### config.mk
export PLATFORM = sky130hd
export DESIGN_NAME = regfile_wb_arbiter
export DESIGN_NICKNAME = d
export VERILOG_FILES = /design/src/rtl/regfile_wb_arbiter.sv
export SDC_FILE = /design/constraint.sdc
export NUM_CORES = 1
export LEC_CHECK = 0
export BUFFER_PORTS_ARGS = -buffer_cell sky130_fd_sc_hd__buf_2
export CORE_MARGIN = 3
export CORE_UTILIZATION = 40
export DETAILED_ROUTE_END_ITERATION = 10
export GPL_TIMING_DRIVEN = 0
export PLACE_DENSITY = 0.7
export SYNTH_ARGS = -nofsm -noshare
export SYNTH_HDL_FRONTEND = slang
export SYNTH_SLANG_ARGS = --single-unit
### constraint.sdc
create_clock -name clk -period 2.6 [get_ports clk]
set_input_delay 0.52 -clock clk [delete_from_list [all_inputs] [get_ports clk]]
set_output_delay 0.52 -clock clk [all_outputs]
set_load 0.02 [all_outputs]
### src/rtl/regfile_wb_arbiter.sv
// regfile_wb_arbiter: two-requester writeback arbiter with a per-register pending scoreboard.
// Define REGFILE_WB_ARB_FIXED_PRI_EN for fixed req0 priority instead of round-robin.
module regfile_wb_arbiter #(
  parameter int INDEX_BIT_WIDTH = 4,
  parameter int DATA_BIT_WIDTH  = 32,
  parameter int N_REGS          = 1 << INDEX_BIT_WIDTH
) (
  input  logic                       clk,
  input  logic                       reset_n,
  input  logic                       req0_valid,
  output logic                       req0_ready,
  input  logic [INDEX_BIT_WIDTH-1:0] req0_index,
  input  logic [DATA_BIT_WIDTH-1:0]  req0_data,
  input  logic                       req1_valid,
  output logic                       req1_ready,
  input  logic [INDEX_BIT_WIDTH-1:0] req1_index,
  input  logic [DATA_BIT_WIDTH-1:0]  req1_data,
  output logic                       wrtEn,
  output logic [INDEX_BIT_WIDTH-1:0] wrtIndex,
  output logic [DATA_BIT_WIDTH-1:0]  dataIn,
  input  logic                       issue_valid,
  input  logic [INDEX_BIT_WIDTH-1:0] issue_index,
  input  logic [INDEX_BIT_WIDTH-1:0] rdIndex1,
  input  logic [INDEX_BIT_WIDTH-1:0] rdIndex2,
  output logic                       hazard1,
  output logic                       hazard2
);
  logic                       rr_ptr_q, rr_ptr_d;
  logic                       wrt_en_q, wrt_en_d;
  logic [INDEX_BIT_WIDTH-1:0] wrt_index_q, wrt_index_d;
  logic [DATA_BIT_WIDTH-1:0]  data_in_q, data_in_d;
  logic [N_REGS-1:0]          pending_q, pending_d;
  logic                       grant0, grant1;
  always_comb begin
`ifdef REGFILE_WB_ARB_FIXED_PRI_EN
    grant0   = reset_n && req0_valid;
    grant1   = reset_n && req1_valid && !req0_valid;
    rr_ptr_d = 1'b0;
`else
    grant0   = reset_n && req0_valid && (!req1_valid || !rr_ptr_q);
    grant1   = reset_n && req1_valid && (!req0_valid || rr_ptr_q);
    rr_ptr_d = grant0 ? 1'b1 : grant1 ? 1'b0 : rr_ptr_q;
`endif
    wrt_en_d    = grant0 || grant1;
    wrt_index_d = grant0 ? req0_index : grant1 ? req1_index : wrt_index_q;
    data_in_d   = grant0 ? req0_data : grant1 ? req1_data : data_in_q;
    // a same-cycle issue to the register being written keeps it pending
    for (int i = 0; i < N_REGS; i++)
      pending_d[i] = (issue_valid && issue_index == INDEX_BIT_WIDTH'(i)) ||
                     (pending_q[i] && !(wrt_en_q && wrt_index_q == INDEX_BIT_WIDTH'(i)));
  end
  always_ff @(posedge clk or negedge reset_n) begin
    if (!reset_n) begin
      rr_ptr_q    <= 1'b0;
      wrt_en_q    <= 1'b0;
      wrt_index_q <= '0;
      data_in_q   <= '0;
      pending_q   <= '0;
    end else begin
      rr_ptr_q    <= rr_ptr_d;
      wrt_en_q    <= wrt_en_d;
      wrt_index_q <= wrt_index_d;
      data_in_q   <= data_in_d;
      pending_q   <= pending_d;
    end
  end
  assign req0_ready = grant0;
  assign req1_ready = grant1;
  assign wrtEn      = wrt_en_q;
  assign wrtIndex   = wrt_index_q;
  assign dataIn     = data_in_q;
  assign hazard1    = reset_n && pending_q[rdIndex1] && !(wrt_en_q && wrt_index_q == rdIndex1);
  assign hazard2    = reset_n && pending_q[rdIndex2] && !(wrt_en_q && wrt_index_q == rdIndex2);
endmodule

==> out/summary.txt <==
TritonCTS clock tree: built
Reg2reg end: wrtIndex[0]$_DFFE_PN0P_
# Max-Cap Violations: 0
CTS Hold Bufs: 0
Number of synthesized flops with an enable pin: 0
Area of the multi-input gates: 1370 um^2
Maximum fanout along the worst path: 55
Reg2reg setup slack: 1250 ps
CP endpoint kind: output pin
Clock root buffer: clkbuf_8
Sequential Area: 1350 um^2
GP Congestion: 0.885
PortBufs: 125
Cell Pwr Density: 649 nW/um^2
Die width: 90.8 um
First-pass GRT wire length: 12.5 mm
Fill count: 656
Mapped cell area: 2880 um^2
CP startpoint kind: input pin
WP data required: 2080 ps
Initial antenna violation count: 0
TritonCTS Buffers: 5
Outcome: finished clean
WL final: 7.36 mm
Hold Vio Cnt, Final: 0
Final WS setup: 197 ps
Full die area: 8250 um^2
Layout Utilization: 54.6%
Post-route cell area: 3750 um^2
Top cells by count, synth: dfrtp_1, nand2_1, mux2i_1
Hold crit path type: in2async
Area contributors post-synth: dfrtp_1, mux2i_1, o21ai_0
Post-route antenna net violation count: 0
Area Growth Syn to Fin: 30.3%
Placed inst area: 3620 um^2
Post-synth top area share: 47.0%
Syn Inst Count: 282
CTS Buffer Depth: 2
Worst vdd ir: 289 uV
Yosys reg bits: 54
Worst Clk Skew: 14.2 ps
DRT Pass-1 Iters: 4
Slew margin rel.: 67.4%
Tmin final: 2400 ps
Ys async rst share: 100%
Register area share after synthesis: 47.0%
Clock latency on the worst-skew pair: 300 ps
Final setup fails: 0
Distinct cell type count after synthesis: 26
CORE AREA: 6870 um^2
Largest net degree at the start of global routing: 56
Max-slew violation count: 0
Most frequent cell after synthesis: dfrtp_1
Initial Util: 41.9%
DR WL/cell: 14.4 um
Clock sink count: 54
IO Count: 130
Leakage power: 0.00197 uW
Fin cells: 511
Period utilisation layout: 92.4%
Critical path class: in2out
Nets: 503
Grt ovf: 0
Die H: 90.8 um
Dpl ws: -470 ps
YS warnings: 0
Post-Syn Nets: 371
RR Startpoint: rr_ptr_q$_DFFE_PN0P_
Area leader, netlist: dfrtp_1
Setup bufs post-CTS: 0
GRT Total Usage: 18.5%
Vias in the first global route: 2674
Final HPWL DP: 5.84 mm
Worst r2r path cells: 6
Final setup TNS: 0 ps
Max Fclk: 416 MHz
Avg Vias per Cell: 5.00
FP Rows: 30
Slew @ Worst Pin: 489 ps
Syn Area/Cell: 10.2 um^2
Fraction of layout cells with a size suffix above 1: 36.9%
H-tree depth: 2
CTS clk-pin slew, worst paths: 100 ps
Post-Place Cells: 503
Diode count: 0
RSZ-0062 raised after global routing: false
Post-synth top flop: dfrtp_1
DR vias: 2557
DRC viols: 0
Initial DRC count: 100
CP Data Arrival Time: 1880 ps
==> per-layer routing <==
layer / GRT usage, % / vias up / share of wire (%)
met5: 0 / - / 0
met2: 33.0 / 109 / 52
met1: 22.5 / 1185 / 40
li1: - / 1259 / -
met3: 4.83 / 4 / 7.9
met4: 4.02 / 0 / 0.49
==> timing repair <==
item                       4_1_cts  5_1_grt
setup endpoints to repair        4        0
resized for setup                2        0
hold endpoints to repair         0        0
==> worst max-delay path: stages <==
cell and delay [ps]:
buf_6 380, buf_2 300, nand3_1 110, buf_6 180, buf_8 160, inv_1 50, buf_2 150
==> how the worst max path moves through the flow <==
stage | from | end
floorplan | rdIndex1[2] | hazard1
global placement | reset_n | req0_ready
detailed placement | reset_n | req0_ready
CTS | reset_n | req0_ready
global route | reset_n | req0_ready
finish | reset_n | req0_ready
==> report_power, final <==
part           switching (uW)  total, uW  internal (uW)
Clock                     268        585            317
Sequential                106       1110           1010
Combinational             411        733            321
==> sequential cells by signal (all words and copies together) (netlist names) <==
register	cells
pending_q	16
dataIn	32
rr_ptr_q	1
wrtIndex	4
wrtEn	1
==> layout make-up <==
| class | count | area share (%) |
|---|---|---|
| timing repair buffer | 125 | 16.8 |
| multi-input combinational | 203 | 36.5 |
| clock buffer | 6 | 2.20 |
| tap | 96 | 3.20 |
| clock inverter | 2 | 1.03 |
| sequential | 54 | 36.0 |
| inverter | 5 | 0.500 |
| buffer | 20 | 3.74 |
==> layout by cell type, fill, tap and decap left out, drive strengths merged <==
master	count
bufinv	1
nand2	45
nor2	2
o31ai	1
a21oi	2
clkbuf	13
mux4	6
o21ai	67
xor2	6
nand2b	5
xnor2	2
or2	2
mux2i	40
nand4	1
nand3	9
inv	6
o41ai	2
dfrtp	54
o211ai	2
buf	138
nand3b	6
a31oi	5
==> cells by family (layout without fill, tap and decap cells) <==
group | count (synthesis) | after routing | synth area share (%)
AOI/OAI and AO/OA | 79 | 79 | 15.0
and+or+nand+nor | 70 | 70 | 11.0
DFF | 54 | 54 | 47.0
buffers and inverters | 25 | 158 | 5.52
muxes | 46 | 46 | 19.1
xor gates and xnor gates | 8 | 8 | 2.43
==> metrics by stage <==
stage	total power [uW]	hold WS (ps)
6_report	2430	163
3_3_place_gp	1850	460
5_1_grt	2600	180
4_1_cts	2460	171
2_1_floorplan	1580	224
3_5_place_dp	1870	467
Power figures use the tool's default switching activity.
